`config.mk`:
```
export PLATFORM = sky130hd
export DESIGN_NAME = num_classifier_flat
export DESIGN_NICKNAME = d
export VERILOG_FILES = /design/src/rtl/num_classifier_pkg.sv /design/src/rtl/num_classifier_if.sv /design/src/rtl/num_classifier_mod2_step.sv /design/src/rtl/num_classifier.sv /design/src/flat_wrapper.sv
export SDC_FILE = /design/constraint.sdc
export NUM_CORES = 1
export LEC_CHECK = 0
export ABC_AREA = 0
export CAP_MARGIN = 30
export CORE_MARGIN = 1.5
export CORE_UTILIZATION = 57
export CTS_BUF_LIST = sky130_fd_sc_hd__clkbuf_4 sky130_fd_sc_hd__clkbuf_8
export DETAILED_ROUTE_END_ITERATION = 8
export PLACE_DENSITY = 0.88
export SLEW_MARGIN = 25
export SYNTH_ARGS = -nofsm -noshare
export SYNTH_HDL_FRONTEND = slang
export SYNTH_SLANG_ARGS = --single-unit
```
`constraint.sdc`:
```
create_clock -name clk -period 4.8 [get_ports clk]
set_input_delay 0.96 -clock clk [delete_from_list [all_inputs] [get_ports clk]]
set_output_delay 0.96 -clock clk [all_outputs]
set_load 0.05 [all_outputs]
```
`src/rtl/num_classifier_pkg.sv`:
```
// Shared types and helpers for the number classifier: FSM encodings and
// a constant ceil-log2 used for remainder and bit-counter widths.
package num_classifier_pkg;

    typedef enum logic [1:0] {
        ST_IDLE  = 2'd0,
        ST_SHIFT = 2'd1,
        ST_DONE  = 2'd2
    } state_t;

    // Smallest r with 2**r >= v; used only at elaboration time.
    function automatic int unsigned clog2(input int unsigned v);
        int unsigned r;
        r = 0;
        while ((64'(1) << r) < 64'(v)) r++;
        return r;
    endfunction

endpackage

```
`src/rtl/num_classifier_if.sv`:
```
// Valid/ready request and result bus between a producer, the classifier
// and a consumer.
interface num_classifier_if
    import num_classifier_pkg::*;
#(
    parameter int unsigned WIDTH   = 8,
    parameter int unsigned DIVISOR = 3
);
    localparam int unsigned REM_W = clog2(DIVISOR);

    logic             in_valid;
    logic             in_ready;
    logic [WIDTH-1:0] in_data;
    logic             out_valid;
    logic             out_ready;
    logic [WIDTH-1:0] out_data;
    logic             out_even;
    logic             out_odd;
    logic [REM_W-1:0] out_rem;
    logic             out_div;

    modport master (
        output in_valid, in_data, out_ready,
        input  in_ready, out_valid, out_data, out_even, out_odd, out_rem, out_div
    );

    modport slave (
        input  in_valid, in_data, out_ready,
        output in_ready, out_valid, out_data, out_even, out_odd, out_rem, out_div
    );

endinterface

```
`src/rtl/num_classifier_mod2_step.sv`:
```
// One MSB-first remainder step: rem_out = (2*rem_in + bit_in) mod DIVISOR,
// valid because rem_in < DIVISOR keeps the sum below 2*DIVISOR.
module num_classifier_mod2_step
    import num_classifier_pkg::*;
#(
    parameter  int unsigned DIVISOR = 3,
    localparam int unsigned REM_W   = clog2(DIVISOR)
) (
    input  logic [REM_W-1:0] i_rem,
    input  logic             i_bit,
    output logic [REM_W-1:0] o_rem
);

    logic [REM_W:0] w_t;

    assign w_t = {i_rem, i_bit};

    always_comb begin
        o_rem = w_t[REM_W-1:0];
        if (w_t >= (REM_W+1)'(DIVISOR)) begin
            o_rem = REM_W'(w_t - (REM_W+1)'(DIVISOR));
        end
    end

endmodule

```
`src/rtl/num_classifier.sv`:
```
// Handshaked number classifier: even/odd flags, bit-serial remainder modulo
// DIVISOR, and saturating counts of even and odd results handed off.
module num_classifier
    import num_classifier_pkg::*;
#(
    parameter int unsigned WIDTH   = 8,
    parameter int unsigned DIVISOR = 3,
    parameter int unsigned CNT_W   = 16
) (
    input  logic             clk,
    input  logic             rst_n,
    num_classifier_if.slave  bus,
    input  logic             clr_cnt,
    output logic [CNT_W-1:0] even_cnt,
    output logic [CNT_W-1:0] odd_cnt
);

    localparam int unsigned REM_W = clog2(DIVISOR);
    localparam int unsigned BIT_W = clog2(WIDTH + 1);

    state_t             r_state;
    logic               r_in_ready;
    logic               r_out_valid;
    logic [WIDTH-1:0]   r_out_data;
    logic               r_out_even;
    logic               r_out_odd;
    logic               r_out_div;
    logic [REM_W-1:0]   r_rem;
    logic [WIDTH-1:0]   r_shift;
    logic [BIT_W-1:0]   r_bitcnt;
    logic [CNT_W-1:0]   r_even_cnt;
    logic [CNT_W-1:0]   r_odd_cnt;
    logic [REM_W-1:0]   w_rem_next;
    logic               w_hs_out;

    num_classifier_mod2_step #(
        .DIVISOR (DIVISOR)
    ) u_step (
        .i_rem (r_rem),
        .i_bit (r_shift[WIDTH-1]),
        .o_rem (w_rem_next)
    );

    assign w_hs_out = r_out_valid && bus.out_ready;

    // FSM, datapath and output registers; the remainder register doubles as out_rem.
    always_ff @(posedge clk) begin
        if (!rst_n) begin
            r_state     <= ST_IDLE;
            r_in_ready  <= 1'b0;
            r_out_valid <= 1'b0;
            r_out_data  <= '0;
            r_out_even  <= 1'b0;
            r_out_odd   <= 1'b0;
            r_out_div   <= 1'b0;
            r_rem       <= '0;
            r_shift     <= '0;
            r_bitcnt    <= '0;
        end else begin
            case (r_state)
                ST_IDLE: begin
                    r_in_ready <= 1'b1;
                    if (bus.in_valid && r_in_ready) begin
                        r_in_ready <= 1'b0;
                        r_shift    <= bus.in_data;
                        r_out_data <= bus.in_data;
                        r_rem      <= '0;
                        r_bitcnt   <= '0;
                        r_state    <= ST_SHIFT;
                    end
                end
                ST_SHIFT: begin
                    r_rem    <= w_rem_next;
                    r_shift  <= r_shift << 1;
                    r_bitcnt <= r_bitcnt + BIT_W'(1);
                    if (r_bitcnt == BIT_W'(WIDTH - 1)) begin
                        r_state     <= ST_DONE;
                        r_out_valid <= 1'b1;
                        r_out_even  <= ~r_out_data[0];
                        r_out_odd   <= r_out_data[0];
                        r_out_div   <= (w_rem_next == '0);
                    end
                end
                ST_DONE: begin
                    if (bus.out_ready) begin
                        r_out_valid <= 1'b0;
                        r_in_ready  <= 1'b1;
                        r_state     <= ST_IDLE;
                    end
                end
                default: begin
                    r_state <= ST_IDLE;
                end
            endcase
        end
    end

    // Saturating statistics; a clear on the handshake edge drops that result.
    always_ff @(posedge clk) begin
        if (!rst_n || clr_cnt) begin
            r_even_cnt <= '0;
            r_odd_cnt  <= '0;
        end else if (w_hs_out) begin
            if (r_out_even && (r_even_cnt != {CNT_W{1'b1}})) begin
                r_even_cnt <= r_even_cnt + CNT_W'(1);
            end
            if (r_out_odd && (r_odd_cnt != {CNT_W{1'b1}})) begin
                r_odd_cnt <= r_odd_cnt + CNT_W'(1);
            end
        end
    end

    assign bus.in_ready  = r_in_ready;
    assign bus.out_valid = r_out_valid;
    assign bus.out_data  = r_out_data;
    assign bus.out_even  = r_out_even;
    assign bus.out_odd   = r_out_odd;
    assign bus.out_rem   = r_rem;
    assign bus.out_div   = r_out_div;
    assign even_cnt      = r_even_cnt;
    assign odd_cnt       = r_odd_cnt;

endmodule

```
`src/flat_wrapper.sv`:
```
// flat-port wrapper written by rule: the top's interface ports become plain ports
module num_classifier_flat import num_classifier_pkg::*;
#(
    parameter int unsigned WIDTH   = 8,
    parameter int unsigned DIVISOR = 3,
    parameter int unsigned CNT_W   = 16
)
  (clk, rst_n, clr_cnt, even_cnt, odd_cnt, bus_in_valid, bus_in_data, bus_out_ready, bus_in_ready, bus_out_valid, bus_out_data, bus_out_even, bus_out_odd, bus_out_rem, bus_out_div);
  num_classifier_if #(.WIDTH(WIDTH), .DIVISOR(DIVISOR)) bus_i ();
  input  logic clk;
  input  logic rst_n;
  input  logic clr_cnt;
  output logic [CNT_W-1:0] even_cnt;
  output logic [CNT_W-1:0] odd_cnt;
  input wire logic [$bits(bus_i.in_valid)-1:0] bus_in_valid;
  input wire logic [$bits(bus_i.in_data)-1:0] bus_in_data;
  input wire logic [$bits(bus_i.out_ready)-1:0] bus_out_ready;
  output wire logic [$bits(bus_i.in_ready)-1:0] bus_in_ready;
  output wire logic [$bits(bus_i.out_valid)-1:0] bus_out_valid;
  output wire logic [$bits(bus_i.out_data)-1:0] bus_out_data;
  output wire logic [$bits(bus_i.out_even)-1:0] bus_out_even;
  output wire logic [$bits(bus_i.out_odd)-1:0] bus_out_odd;
  output wire logic [$bits(bus_i.out_rem)-1:0] bus_out_rem;
  output wire logic [$bits(bus_i.out_div)-1:0] bus_out_div;
  assign bus_i.in_valid = bus_in_valid;
  assign bus_i.in_data = bus_in_data;
  assign bus_i.out_ready = bus_out_ready;
  assign bus_in_ready = bus_i.in_ready;
  assign bus_out_valid = bus_i.out_valid;
  assign bus_out_data = bus_i.out_data;
  assign bus_out_even = bus_i.out_even;
  assign bus_out_odd = bus_i.out_odd;
  assign bus_out_rem = bus_i.out_rem;
  assign bus_out_div = bus_i.out_div;
  num_classifier #(.WIDTH(WIDTH), .DIVISOR(DIVISOR), .CNT_W(CNT_W)) u_core (.clk(clk), .rst_n(rst_n), .bus(bus_i), .clr_cnt(clr_cnt), .even_cnt(even_cnt), .odd_cnt(odd_cnt));
endmodule
```
# == Yosys cells after proc, flatten, opt, wreduce, memory -nomap -nowiden ==
# Index checks and enable logic that the tools add are counted.
# totals
out_inout_bits,47
register_bits,61
in_bits,13
# classes
bitwise_logic,1
n_reduce_logical,19
n_eq_ne,8
n_mux,17
n_lt_le_gt_ge,1
addsub,4
# ops
operator,n
"16-bit by 1-bit adder with 16-bit output, second input constant",2
"16-bit != test, second input constant",2
8-bit case mux with 2 select lines,1
2-bit AND reduction,6
2-bit 2-to-1 mux,5
8-bit 2-to-1 mux,1
4-bit case mux with 2 select lines,1
2-bit case mux with 3 select lines,1
3-bit AND reduction,2
2-bit nonzero test,3
"4-bit by 1-bit adder with 4-bit output, second input constant",1
"4-bit by 3-bit == test with 1-bit output, second input constant",1
1-bit logical AND,4
2-bit logical NOT,2
1-bit 2-to-1 mux,4
4-bit 2-to-1 mux,1
"2-bit by 1-bit != test with 1-bit output, second input constant",2
1-bit case mux with 2 select lines,2
2-bit case mux with 2 select lines,1
"3-bit by 2-bit >= comparator with 1-bit output, second input constant",1
"2-bit by 1-bit == test with 1-bit output, second input constant",1
"2-bit == test, second input constant",1
"2-bit != test, second input constant",1
"2-bit subtractor, second input constant",1
other kinds (3),3

# == Longest topological paths before layout ==
# logic_depth
word_depth,3
depth_mapped,6

# == By module ==
# From an unflattened synthesis, not the netlist that was laid out.
# hier_totals
hier_cells,339
area_unflattened_um2,2842.7
# by_module_without_submodules
module,instances,cells_each,area_each_um2
num_classifier,1,333,2796.4
num_classifier_mod2_step,1,6,46.3

# == Worst setup path before layout ==
# Ideal clock, no wire load.
# synth_path
kind,input to register
startpoint,input port bus_out_ready
endpoint,register u_core.r_odd_cnt[13] (netlist: u_core.odd_cnt[13])
setup_time_ns,0.070
t_required_ns,4.730
cell_stages,5
arrival_ns,2.329
setup_slack_ns,2.401
path_cell_list,nand3_2 or4_1 buf_2 or4_1 a21oi_1
# synth_between
elab_chain_cells,2
# synth_rtl
element,line,rtl
"start, declared",flat_wrapper.sv:17,input wire logic [$bits(bus_i.out_ready)-1:0] bus_out_ready;
1-bit logical AND,num_classifier.sv:44,assign w_hs_out = r_out_valid && bus.out_ready;
2-bit AND reduction (no source line),--,
"end signal, assigned",num_classifier.sv:108,r_odd_cnt <= r_odd_cnt + CNT_W'(1);
"end, declared",num_classifier.sv:32,logic [CNT_W-1:0] r_odd_cnt;
# No other way between the ends.
# A chain may end at the register's enable or synchronous reset.

# == Worst setup path after layout ==
# Same ends and word-level chain as after synthesis.

==> metrics.md <==
| Metric | Value |
|---|---|
| Yosys warnings | 0 |
| First-pass GRT wire length | 11410 µm |
| Sequential power share | 0.499 |
| Input/output buffers | 59 |
| Post-CTS Setup Inserts | 0 |
| Setup crit end kind | flip-flop |
| Hold slack | 0.4653 ns |
| Final Skew | 0.005472 ns |
| Final Instance Area | 3672 µm² |
| Final WS setup | 2.002 ns |
| Drt via density | 5.939 |
| Final nets | 419 |
| Layout Area Growth over Synthesis | 29.81% |
| Post-detail-place hpwl | 4549 µm |
| Arr. time, crit path | 3.06 ns |
| DR vias | 2815 |
| CTS tree | done |
| Reg clk slew, reported paths | 0.06 ns |
| Distinct cells, synth | 43 |
| Leakage power | 1.152 nW |
| Measured slew at the worst slew-check pin | 0.7788 ns |
| ANT nets after route | 0 |
| Worst r2r path cells | 4 |
| Hold Vio Cnt, Final | 0 |
| Worst-case clock buffer depth | 2 |
| End point of the critical path | u_core.odd_cnt[13]$_SDFFE_PP0P_ |
| Worst rel slew slack | 0.4765 |
| Synth Instances | 345 |
| Detailed router's first-iteration violation count | 206 |
| Register area share after synthesis | 0.4317 |
| Worst r2r src | u_core.odd_cnt[6]$_SDFFE_PP0P_ |
| Switching share of power | 0.2325 |
| Most used DFF post-synth | dfxtp_1 |
| Post-Syn Area | 2829 µm² |
| Highest Signal Layer | met4 |
| Peak Freq | 0.3574 GHz |
| Syn Nets | 362 |
| Worst path required time | 5.06 ns |
| Die area | 5395 µm² |
| Setup violators final | 0 |
| Synth top area share | 0.4317 |
| Core Util, Final | 0.7724 |
| Num ports | 60 |
| Fill count | 374 |
| FFs w/ async S/R, synth | 0 |
| Max_cap viols | 0 |
| Flop2flop setup slack | 2.77 ns |
| Root buffer cell | clkbuf_8 |
| Die Span X | 73.45 µm |
| Tot GR Track Use | 0.2687 |
| Wire per inst | 14.31 µm |
| Finished Layout Cells | 474 |
| Pre-CTS setup slack | 1.675 ns |
| Clock power frac | 0.429 |
| Crit path from | bus_out_ready |
| DRC | 0 |
| Site row count | 25 |
| Die Span Y | 73.45 µm |
| Worst setup path class | in2reg |
| Starting Density | 0.5950 |
| Synth Area per Inst | 8.200 µm² |
| EDFF count, synth | 0 |
| Final Wtd Congestion | 0.7939 |
| Net Sw Power | 0.2439 mW |
| Largest net degree at the start of global routing | 33 |
| Placed cell area | 3465 µm² |
| Proportion of layout cells with a drive suffix above 1 | 0.05405 |
| RSZ-0062 raised after global routing | false |
| Yosys top cell by area | dfxtp_1 |
| Max H-tree Level | 3 |
| Clock buffer count from CTS | 9 |
| DR pass1 iterations | 4 |
| WL met3 | 334 µm |
| Area contributors post-synth | dfxtp_1 43%, nand2_1 6.6%, a21oi_1 5.8%, or4_1 5.6%, nand3_1 3.7% |
| N_diodes | 0 |
| Grt ovf | 0 |
| #FFs+latches synth | 61 |
| Fin. max-slew vios | 0 |
| Hold buffer count at CTS | 0 |
| DRT Wirelength | 6781 µm |
| DP Cell Count | 458 |
| RR Endpoint | u_core.odd_cnt[13]$_SDFFE_PP0P_ |
| Total Power | 1.049 mW |
| Fin crit period | 2.798 ns |
| Outcome | completed |
| CP startpoint kind | primary input |
| Routed wl met2 | 3299 µm |
| Final period util | 0.5829 |
| Pint | 0.8053 mW |
| Combinational fraction of design power | 0.072 |
| Clock Latency Late Sink | 0.34 ns |
| Maximum vdd ir drop | 0.0002264 V |
| Most common cell after layout, fill and taps aside | dfxtp_1 |
| # resized after CTS | 0 |
| Core Area | 4755 µm² |
| Hold crit path type | reg2reg |
| Vias in the first global route | 2616 |
| PwrDens | 285.7 nW/µm² |
| DRT met1 WL | 3040 µm |
| Clock sink total | 61 |
| Most frequent cells in the layout | 61 x dfxtp_1, 59 x clkdlybuf4s50_1, 50 x nand2_1, 33 x a21oi_1 |
| Initial antenna violation count | 0 |
| Final setup TNS | 0 ns |
| Crit-path max FO | 8 |
-- synth_stat cells (7+ instances only) --
| library cell | count |
|---|---|
| o21ai_0 | 8 |
| inv_1 | 7 |
| or4_1 | 21 |
| dfxtp_1 | 61 |
| or3_1 | 8 |
| a31oi_1 | 9 |
| nand4_1 | 10 |
| nand3_1 | 21 |
| nor2_1 | 18 |
| nand2_1 | 50 |
| o31ai_1 | 13 |
| nor3_1 | 8 |
| clkbuf_1 | 15 |
| a21oi_1 | 33 |
| a21boi_0 | 8 |
-- per-layer routing --
| metal | up-vias | track usage |
|---|---|---|
| met1 | 1298 | 0.3305 |
| li1 | 1424 | - |
| met3 | 12 | 0.05487 |
| met5 | - | 0 |
| met4 | 0 | 0.1296 |
| met2 | 81 | 0.4474 |
-- flip-flops by register name, indices dropped and copies added, names as in the netlist --
| signal | count |
|---|---|
| u_core.r_bitcnt | 4 |
| u_core.odd_cnt | 16 |
| u_core.bus.out_data | 8 |
| u_core.bus.out_even | 1 |
| u_core.bus.out_odd | 1 |
| u_core.bus.in_ready | 1 |
| u_core.even_cnt | 16 |
| u_core.bus.out_rem | 2 |
| u_core.r_state | 2 |
| u_core.bus.out_valid | 1 |
| u_core.bus.out_div | 1 |
| u_core.r_shift | 8 |
-- kinds of logic (layout without fill, tap and decap cells) --
logic type / Yosys count / count (layout) / synth area share
buf+inv: 24 / 86 / 0.03228
fa+ha+maj: 4 / 4 / 0.01769
simple gates: 160 / 160 / 0.3003
flops: 61 / 61 / 0.4317
compound gates: 96 / 96 / 0.2180
-- worst min-delay path by stage --
| stage | to | cells past startpoint | start | slack, ns |
|---|---|---|---|---|
| 3_3_place_gp | u_core.bus.out_data[7]$_SDFFE_PN0P_ | 2 | u_core.bus.out_data[7]$_SDFFE_PN0P_ | 0.45 |
| 2_1_floorplan | u_core.r_shift[0]$_SDFFE_PN0P_ | 2 | u_core.r_shift[0]$_SDFFE_PN0P_ | 0.44 |
| 3_5_place_dp | u_core.bus.out_data[7]$_SDFFE_PN0P_ | 2 | u_core.bus.out_data[7]$_SDFFE_PN0P_ | 0.45 |
| 5_1_grt | u_core.bus.out_data[5]$_SDFFE_PN0P_ | 2 | u_core.bus.out_data[5]$_SDFFE_PN0P_ | 0.49 |
| 6_report | u_core.bus.out_data[3]$_SDFFE_PN0P_ | 2 | u_core.bus.out_data[3]$_SDFFE_PN0P_ | 0.47 |
| 4_1_cts | u_core.bus.out_data[3]$_SDFFE_PN0P_ | 2 | u_core.bus.out_data[3]$_SDFFE_PN0P_ | 0.47 |
-- power by group through the flow --
stage	clock (mW)	sequential, mW	combinational (mW)
global route	0.474	0.524	0.0835
finish	0.450	0.523	0.0758
CTS	0.452	0.523	0.0760
floorplan	0	0.548	0.0329
global placement	0	0.534	0.0745
detailed placement	0	0.534	0.0755
-- critical path, stage by stage --
cell and delay, ns:
clkdlybuf4s50_1 0.59, nand3_2 0.18, or4_1 0.63, or4_1 0.54, a21oi_1 0.16
-- area by class of cell --
| cell class | count | area [µm²] | area share |
|---|---|---|---|
| repair buffers | 62 | 613.1 | 0.1670 |
| multi-input cells | 260 | 1523 | 0.4147 |
| flip-flops and latches | 61 | 1221 | 0.3325 |
| clock buffers | 16 | 201.4 | 0.05486 |
| inverters | 8 | 30.03 | 0.008177 |
| well taps | 67 | 83.83 | 0.02283 |
No activity file was read; power rests on OpenSTA's default activity.
